--- src/rtl/puck_pkg.sv ---
// puck_pkg: constants and types shared by the uart receive path.
// The top level and the cpu size their rx wiring from these values.
//   BYTE_W              width of a received byte
//   RX_FIFO_DEPTH_LOG2  default log2 depth of the receive FIFO
//   ERR_CNT_W           width of the saturating framing-error counter
package puck_pkg;

    localparam int unsigned BYTE_W             = 8;
    localparam int unsigned RX_FIFO_DEPTH_LOG2 = 4;
    localparam int unsigned ERR_CNT_W          = 8;

    typedef logic [BYTE_W-1:0]    byte_t;
    typedef logic [ERR_CNT_W-1:0] err_cnt_t;

endpackage

--- src/rtl/uart_rx_fifo_if.sv ---
// uart_rx_fifo_if: bundle between the uart receiver/consumer side and the
// receive FIFO.
//   received, rx_byte, recv_error  strobe, byte and framing error from the uart
//   pop, clr_status                consumer controls
//   dout, valid, level             show-ahead read side and fill level
//   overflow, err_count, rts_n     status and host flow control
// Modports: master = receiver/consumer side, slave = FIFO.
interface uart_rx_fifo_if
    import puck_pkg::*;
#(
    parameter int unsigned depth_log2 = RX_FIFO_DEPTH_LOG2
) ();

    logic                received;
    byte_t               rx_byte;
    logic                recv_error;
    logic                pop;
    logic                clr_status;
    byte_t               dout;
    logic                valid;
    logic [depth_log2:0] level;
    logic                overflow;
    err_cnt_t            err_count;
    logic                rts_n;

    modport master (
        output received, rx_byte, recv_error, pop, clr_status,
        input  dout, valid, level, overflow, err_count, rts_n
    );

    modport slave (
        input  received, rx_byte, recv_error, pop, clr_status,
        output dout, valid, level, overflow, err_count, rts_n
    );

endinterface

--- src/rtl/uart_rx_fifo_mem.sv ---
// rx_fifo_mem: 2**depth_log2 x width register array for the receive FIFO.
// One synchronous write port and one asynchronous read port, so the FIFO
// head is visible on rdata with no read latency. Contents are never reset.
//   clk    system clock
//   we     write enable
//   waddr  write address
//   wdata  write data
//   raddr  read address
//   rdata  read data (combinational from raddr)
module rx_fifo_mem
    import puck_pkg::*;
#(
    parameter int unsigned depth_log2 = RX_FIFO_DEPTH_LOG2,
    parameter int unsigned width      = BYTE_W
) (
    input  logic                  clk,
    input  logic                  we,
    input  logic [depth_log2-1:0] waddr,
    input  logic [width-1:0]      wdata,
    input  logic [depth_log2-1:0] raddr,
    output logic [width-1:0]      rdata
);

    logic [width-1:0] mem [2**depth_log2];

    always_ff @(posedge clk) begin
        if (we) begin
            mem[waddr] <= wdata;
        end
    end

    assign rdata = mem[raddr];

endmodule

--- src/rtl/uart_rx_fifo.sv ---
// uart_rx_fifo: receive buffer between the uart receiver and its consumers.
// Every error-free received strobe is captured into a FIFO; consumers see a
// show-ahead interface (dout valid whenever valid=1, removed by a 1-cycle pop).
//   clk   system clock, single domain
//   rst   synchronous reset, active high
//   rx    uart_rx_fifo_if.slave: received/rx_byte/recv_error in,
//         pop/clr_status in, dout/valid/level/overflow/err_count/rts_n out
// Build option: define RX_RTS_EN for hysteretic RTS flow control driven by
// high_water/low_water; otherwise rts_n is tied to 0.
module uart_rx_fifo
    import puck_pkg::*;
#(
    parameter int unsigned depth_log2 = RX_FIFO_DEPTH_LOG2,
    parameter int unsigned high_water = 12,
    parameter int unsigned low_water  = 4
) (
    input  logic           clk,
    input  logic           rst,
    uart_rx_fifo_if.slave  rx
);

    // Reject illegal configurations at elaboration.
    if (depth_log2 < 2 || depth_log2 > 8) begin : g_bad_depth
        $error("uart_rx_fifo: depth_log2 must be 2..8");
    end
    if (high_water >= 2**depth_log2 || low_water >= high_water) begin : g_bad_water
        $error("uart_rx_fifo: need low_water < high_water < 2**depth_log2");
    end

    // Level of a completely full FIFO, i.e. 2**depth_log2 in depth_log2+1 bits.
    localparam logic [depth_log2:0] FULL_LEVEL = {1'b1, {depth_log2{1'b0}}};

    logic [depth_log2-1:0] wr_ptr;
    logic [depth_log2-1:0] rd_ptr;
    logic [depth_log2:0]   level_q;
    logic [depth_log2:0]   level_next;
    logic                  valid_q;
    logic                  overflow_q;
    err_cnt_t              err_count_q;

    logic full;
    logic pop_ok;
    logic push_req;
    logic push_ok;
    logic drop;
    logic err_hit;

    always_comb begin
        full     = (level_q == FULL_LEVEL);
        pop_ok   = rx.pop && valid_q;
        push_req = rx.received && !rx.recv_error;
        // A pop in the same cycle frees the slot, so a full FIFO still accepts.
        push_ok  = push_req && (!full || pop_ok);
        drop     = push_req && full && !pop_ok;
        err_hit  = rx.received && rx.recv_error;

        level_next = level_q;
        case ({push_ok, pop_ok})
            2'b10:   level_next = level_q + 1'b1;
            2'b01:   level_next = level_q - 1'b1;
            default: level_next = level_q;
        endcase
    end

    always_ff @(posedge clk) begin
        if (rst) begin
            wr_ptr      <= '0;
            rd_ptr      <= '0;
            level_q     <= '0;
            valid_q     <= 1'b0;
            overflow_q  <= 1'b0;
            err_count_q <= '0;
        end else begin
            if (push_ok) begin
                wr_ptr <= wr_ptr + 1'b1;
            end
            if (pop_ok) begin
                rd_ptr <= rd_ptr + 1'b1;
            end
            level_q <= level_next;
            valid_q <= (level_next != '0);

            // Clear wins over a same-cycle set.
            if (rx.clr_status) begin
                overflow_q  <= 1'b0;
                err_count_q <= '0;
            end else begin
                if (drop) begin
                    overflow_q <= 1'b1;
                end
                if (err_hit && err_count_q != '1) begin
                    err_count_q <= err_count_q + 1'b1;
                end
            end
        end
    end

    rx_fifo_mem #(
        .depth_log2 (depth_log2),
        .width      (BYTE_W)
    ) u_mem (
        .clk   (clk),
        .we    (push_ok && !rst),
        .waddr (wr_ptr),
        .wdata (rx.rx_byte),
        .raddr (rd_ptr),
        .rdata (rx.dout)
    );

    assign rx.valid     = valid_q;
    assign rx.level     = level_q;
    assign rx.overflow  = overflow_q;
    assign rx.err_count = err_count_q;

`ifdef RX_RTS_EN
    localparam logic [depth_log2:0] HIGH_LEVEL = high_water[depth_log2:0];
    localparam logic [depth_log2:0] LOW_LEVEL  = low_water[depth_log2:0];

    logic rts_q;

    // Hysteresis on the post-update level: between the marks rts_n holds.
    always_ff @(posedge clk) begin
        if (rst) begin
            rts_q <= 1'b0;
        end else if (level_next >= HIGH_LEVEL) begin
            rts_q <= 1'b1;
        end else if (level_next <= LOW_LEVEL) begin
            rts_q <= 1'b0;
        end
    end

    assign rx.rts_n = rts_q;
`else
    assign rx.rts_n = 1'b0;
`endif

endmodule
--- src/flat_wrapper.sv ---
// flat-port wrapper written by rule: the top's interface ports become plain ports
module uart_rx_fifo_flat import puck_pkg::*;
#(
    parameter int unsigned depth_log2 = RX_FIFO_DEPTH_LOG2,
    parameter int unsigned high_water = 12,
    parameter int unsigned low_water  = 4
)
  (clk, rst, rx_received, rx_rx_byte, rx_recv_error, rx_pop, rx_clr_status, rx_dout, rx_valid, rx_level, rx_overflow, rx_err_count, rx_rts_n);
  uart_rx_fifo_if #(.depth_log2(depth_log2)) rx_i ();
  input  logic clk;
  input  logic rst;
  input wire logic [$bits(rx_i.received)-1:0] rx_received;
  input wire logic [$bits(rx_i.rx_byte)-1:0] rx_rx_byte;
  input wire logic [$bits(rx_i.recv_error)-1:0] rx_recv_error;
  input wire logic [$bits(rx_i.pop)-1:0] rx_pop;
  input wire logic [$bits(rx_i.clr_status)-1:0] rx_clr_status;
  output wire logic [$bits(rx_i.dout)-1:0] rx_dout;
  output wire logic [$bits(rx_i.valid)-1:0] rx_valid;
  output wire logic [$bits(rx_i.level)-1:0] rx_level;
  output wire logic [$bits(rx_i.overflow)-1:0] rx_overflow;
  output wire logic [$bits(rx_i.err_count)-1:0] rx_err_count;
  output wire logic [$bits(rx_i.rts_n)-1:0] rx_rts_n;
  assign rx_i.received = rx_received;
  assign rx_i.rx_byte = rx_rx_byte;
  assign rx_i.recv_error = rx_recv_error;
  assign rx_i.pop = rx_pop;
  assign rx_i.clr_status = rx_clr_status;
  assign rx_dout = rx_i.dout;
  assign rx_valid = rx_i.valid;
  assign rx_level = rx_i.level;
  assign rx_overflow = rx_i.overflow;
  assign rx_err_count = rx_i.err_count;
  assign rx_rts_n = rx_i.rts_n;
  uart_rx_fifo #(.depth_log2(depth_log2), .high_water(high_water), .low_water(low_water)) u_core (.clk(clk), .rst(rst), .rx(rx_i));
endmodule
--- config.mk ---
export PLATFORM = sky130hd
export DESIGN_NAME = uart_rx_fifo_flat
export DESIGN_NICKNAME = d
export VERILOG_FILES = /design/src/rtl/puck_pkg.sv /design/src/rtl/uart_rx_fifo_if.sv /design/src/rtl/uart_rx_fifo_mem.sv /design/src/rtl/uart_rx_fifo.sv /design/src/flat_wrapper.sv
export SDC_FILE = /design/constraint.sdc
export NUM_CORES = 1
export LEC_CHECK = 0
export BUFFER_PORTS_ARGS = -buffer_cell sky130_fd_sc_hd__buf_2
export CAP_MARGIN = 20
export CORE_ASPECT_RATIO = 0.5
export CORE_MARGIN = 3
export CORE_UTILIZATION = 49
export CTS_BUF_LIST = sky130_fd_sc_hd__clkbuf_4
export DETAILED_ROUTE_END_ITERATION = 10
export HOLD_SLACK_MARGIN = 0.08
export PLACE_DENSITY = 0.7
export SLEW_MARGIN = 20
export SYNTH_ARGS = -nofsm -noshare
export SYNTH_HDL_FRONTEND = slang
export SYNTH_SLANG_ARGS = --single-unit
--- constraint.sdc ---
create_clock -name clk -period 5.2 [get_ports clk]
set_input_delay 0 -clock clk [delete_from_list [all_inputs] [get_ports clk]]
set_output_delay 0 -clock clk [all_outputs]
set_load 0.01 [all_outputs]
# After elaboration in Yosys (flattened, before gate mapping)
# Memories as Yosys holds them, arrays and structs flattened. A register that Yosys moved wholly into a read port is not among the register bits.
# Cells that the tools add are included.
word_totals:
  ff_bits: 23
  ramBits: 128
  input_bits: 14
  word_cells: 36
  mem_count: 1
op_classes:
  addsub: 5
  eq_ne: 4
  mux: 5
  reduce_logical: 15
mem_list:
  columns: ["memory", "depth", "word_bits", "read_ports", "rd_clocked_by_memory_dff", "wr", "line", "text"]
  rows:
  - ["u_core.u_mem.mem", 16, 8, 1, 1, 1, "uart_rx_fifo_mem.sv:24", "logic [width-1:0] mem [2**depth_log2];"]
ops:
  columns: ["op", "count"]
  rows:
  - ["5-bit case mux with 2 select lines", 1]
  - ["4-bit by 1-bit adder with 4-bit output, second input constant", 2]
  - ["8-bit by 1-bit adder with 8-bit output, second input constant", 1]
  - ["1-bit logical AND", 8]
  - ["4-bit two-way mux", 2]
  - ["8-bit != test, second input constant", 1]
  - ["5-bit by 1-bit adder with 5-bit output, second input constant", 1]
  - ["5-bit equality test, second input constant", 1]
  - ["5-bit nonzero test", 1]
  - ["5-bit by 1-bit subtractor with 5-bit output, second input constant", 1]
  - ["1-bit zero test", 4]
  - ["2-bit by 1-bit equality test with 1-bit output, second input constant", 1]
  - ["2-bit equality test, second input constant", 1]
  - ["1-bit two-way mux", 2]
  - ["2-bit OR reduction", 1]
  - ["1-bit logical OR", 1]

# Longest topological paths before layout
logic_depth:
  depth_word: 7
  ltp_mapped: 10
  ltp_nobuf: 9

# Hierarchy
# Synthesis repeated with hierarchy kept, for this count alone.
unflattened:
  cells_unflattened: 357
  area_unflattened_um2: 6211.0
modules_own_cells:
  columns: ["mod", "instances", "cells_each", "area_each_um2", "seq_area_each_um2"]
  rows:
  - ["rx_fifo_mem", 1, 221, 4987.3, 3843.7]
  - ["uart_rx_fifo", 1, 136, 1223.7, 460.4]

# Least setup slack after synthesis
# Ideal clock, no wire load.
synth_path:
  kind: "reg2reg"
  startpoint: "register u_core.valid_q, in the netlist u_core.rx.valid"
  endpoint: "register u_core.valid_q, in the netlist u_core.rx.valid"
  setup_time_ns: 0.137
  arrival_time_ns: 2.141
  required_time_ns: 5.063
  path_slack_ns: 2.922
  path_stages_with_launch: 10
  path_cell_list: "dfxtp_1 -> and2_1 -> clkbuf_8 -> nand2_1 -> xnor2_1 -> ha_1 -> or4_4 -> a22oi_2 -> mux2i_1 -> o2111ai_1"
synth_via:
  elab_chain_cells: 6
  word_cells_on_any_way: 7
  cone_classes: "eq/ne: 2; mux: 1; reduce/logical: 4"
synth_lines:
  columns: ["item", "line", "text"]
  rows:
  - ["start, declared", "uart_rx_fifo.sv:37", "logic valid_q;"]
  - ["start signal, assigned", "uart_rx_fifo.sv:81", "valid_q <= (level_next != '0);"]
  - ["1-bit logical AND *", "uart_rx_fifo.sv:50", "pop_ok = rx.pop && valid_q;"]
  - ["1-bit logical OR", "uart_rx_fifo.sv:53", "push_ok = push_req && (!full || pop_ok);"]
  - ["1-bit logical AND", "uart_rx_fifo.sv:53", null]
  - ["2-bit by 1-bit equality test with 1-bit output or 2-bit equality test (tied branches)", "uart_rx_fifo.sv:58", "case ({push_ok, pop_ok})"]
  - ["5-bit case mux with 2 select lines *", "uart_rx_fifo.sv:58", null]
  - ["5-bit nonzero test *", "uart_rx_fifo.sv:81", null]
# Every way passes the cells marked *; elsewhere a longest branch is shown, timed or not.
# A chain may end at the register's enable or synchronous reset.

==> metrics.sh <==
ANTENNA_CELLS=0
WORSTPATHREQUIRED_NS=5.20
GRT.MET3_USAGE=0.0488
FLOORPLAN.DIE.WIDTH_UM=165
DIE_H_UM=85.5
TIMING.FINAL.CRIT_PERIOD_NS=2.69
CTS_TREE='done'
VIA_COUNT=3305
LAYOUT_COMMON_CELLS='edfxtp_1 (128), nor2_1 (44), mux4_2 (40)'
CTS_NUM_SINKS=155
GRT_USE_MET1=0.269
CRITPATHKIND='register to primary output'
PLACEMENT.IO_BUFFERS=36
POST_SYNTH_INSTANCE_AREA_UM2=6190
GLOBALROUTE.TOTALOVERFLOW=0
CTS.ROOT.BUFFER_CELL='clkbuf_4'
TOTALWIRELENGTH_UM=12000
SLEW_VIOL_FINAL=0
WIRE_LENGTH_OF_THE_FIRST_GLOBAL_ROUTING_PASS_UM=19100
GRT_UTIL_ALL_LAYERS=0.189
TIGHTEST_SLEW_NS=1.05
OUTCOME='finished, final reports clean'
HTREE_NUM_LEVELS=4
DRT_PRE_ANTENNA_ITERS=6
YS_TYPES=44
POST_DRT_WL_PER_CELL_UM=20.7
SYNTH_AREA_LEADER_CELL='edfxtp_1'
WORST_SKEW_PAIR.LATE_LATENCY_NS=0.57
POST-LAYOUT-TOTAL-POWER_uW=2500
MAXCAPVIOLCOUNT=0
SYNTH_EDF_COUNT=128
NET_COUNT_SYNTH=368
SYNTH-MAIN-FF-CELL='edfxtp_1'
DIE_OUTLINE_AREA_UM2=14100
FIN_CRIT_SH=0.518
FINALNETCOUNT=425
MAX_ROOT_SINK_BUFFERS=2
IO_PINS=38
AVGVIACOUNTPERCELL=5.68
CRIT_PATH_MAX_FANOUT=32
SETUP_VIOLATIONS=0
SYNTH.TOP_CELLS.BY_AREA='edfxtp_1 (62%), mux4_2 (15%), dfxtp_1 (8.7%)'
ANTENNA_VIOLATIONS_BEFORE_REPAIR=0
MET2_USE_GR=0.284
SYN_AREA_PER_CELL_UM2=17.8
MOSTFREQUENTLAYOUTCELL='edfxtp_1'
MIN_PATH_TYPE='input pin to register'
P_PER_AREA_nW_PER_UM2=360
RSZ0062_AT_GRT='false'
CP_CAPTURE_TYPE='primary output'
CTS.REPORTEDPATHS.CLKPINSLEW_NS=0.14
MOST_CROWDED_LAYER_GR='met2'
DRT-INITIAL-DRC-COUNT=239
SYNTH_SEQUENTIAL_AREA_RATIO=0.709
CP.ARRIVAL_NS=2.69
STATIC_LEAKAGE_POWER_uW=0.00224
TOTALNEGATIVESETUPSLACK_NS=0
SLEW-LIMIT-HEADROOM=0.299
REGISTER_BIT_TOTAL_FROM_SYNTHESIS=155
NETLIST.AREA_LEADER.SHARE=0.621
CTS-BUFFERS-INSERTED=17
SYNTHESIS.INSTANCES=347
FLOORPLAN.CORE_AREA_UM2=12100
GP_CONGESTION=0.819
TIMING.CLOCK.SKEW_NS=0.0284
DRC=0
YOSYS_WARNINGS=0
FLOORPLAN.ROWS=28
POST_ROUTE_CELLS_DRIVE_ABOVE_1_SHARE=0.288
AREAGROWTHSYNTHTOFINISH_PCT=12.2
ANT_NETS=0
SYNTH-ASYNC-RESET-RATIO=0
PEAKVDDDROP_mV=0.243
MAX_FREQ_MHz=371
START_UTIL=0.513
HOLD_VIOL_FINAL=0
VIA_COUNT_OF_THE_FIRST_GLOBAL_ROUTING_PASS=3426
DETAILED_PLACE_HPWL_UM=7460
WORSTSETUPSTARTPOINTTYPE='register'
GRT_MAX_DEGREE=33
-- cell type report --
class | count | area, um^2
tap | 165 | 206
inverter | 5 | 18.8
fill | 918 | 5110
clock buffer | 17 | 128
multi-input combinational | 172 | 1700
timing repair buffer | 53 | 348
clock inverter | 15 | 156
sequential | 155 | 4390
-- power by group --
part | switching (uW) | internal, uW
logic | 183 | 194
registers | 37.5 | 1370
clock network | 465 | 253
-- per-stage QoR --
step                cell area, um^2  instances  hold WS (ns)  utilization  worst slack [ns]
floorplan                      6190        347        0.0989            -              2.92
global placement               6500        534         0.357        0.539              2.86
detailed placement             6500        534         0.375        0.539              2.70
CTS                            6940        582         0.240        0.576              2.41
global route                   6940        582         0.254        0.576              2.31
finish                         6940        582         0.283        0.576              2.51
-- flip-flops by register name, summed over array words and instances, names as in the netlist, named ones only --
name and cells:
u_core.rx.overflow 1, u_core.rd_ptr 4, u_core.wr_ptr 4, u_core.rx.level 5
u_core.rx.err_count 8, u_core.rx.valid 1, u_core.u_mem.mem 128
-- cell usage after synthesis (all sizes together), types with 4 or more instances --
master,n
nand3,7
xor2,6
edfxtp,128
mux4,40
nor2b,4
dfxtp,27
inv,5
ha,7
buf,12
nor2,44
nand2,15
nor3,5
xnor2,7
-- path summary, 6_finish.rpt --
check                startpoint                endpoint  slack [ns]  cells past startpoint
max                    register              rx_dout[2]        2.51                      4
min               rx_clr_status  u_core.rx.err_count[4]        0.28                      4
max reg2reg     u_core.rx.valid         u_core.rx.valid        2.60                      8
min reg2reg  u_core.rx.overflow      u_core.rx.overflow        0.52                      2
-- critical path, cell delays in order (launching register included) --
cell,delay (ns)
dfxtp_2,0.33
buf_4,0.51
mux4_2,0.62
mux4_2,0.51
buf_2,0.16
-- routing by layer --
metal  vias up  share of wire
met5         -              0
met4         0          0.015
met3        26          0.063
met2       145           0.48
met1      1658           0.44
li1       1476              -
-- kinds of logic (layout without fill, tap and decap cells) --
kind of cell / after synthesis / after routing / share of synthesized area
flops: 155 / 155 / 0.709
other cells: 1 / 1 / 0.000606
xor+xnor: 13 / 13 / 0.0184
compound gates: 18 / 18 / 0.0231
buf+inv: 20 / 90 / 0.0166
mux: 43 / 43 / 0.150
fa+ha+maj: 7 / 7 / 0.0142
simple gates: 90 / 90 / 0.0682
-- what timing repair did --
item	4_1_cts	5_1_grt
endpoints found under the hold margin	155	0
resized for setup	0	0
setup buffers	0	0
endpoints found under the setup margin	0	0
hold buffers	16	0
(Power assumes the default switching activity.)
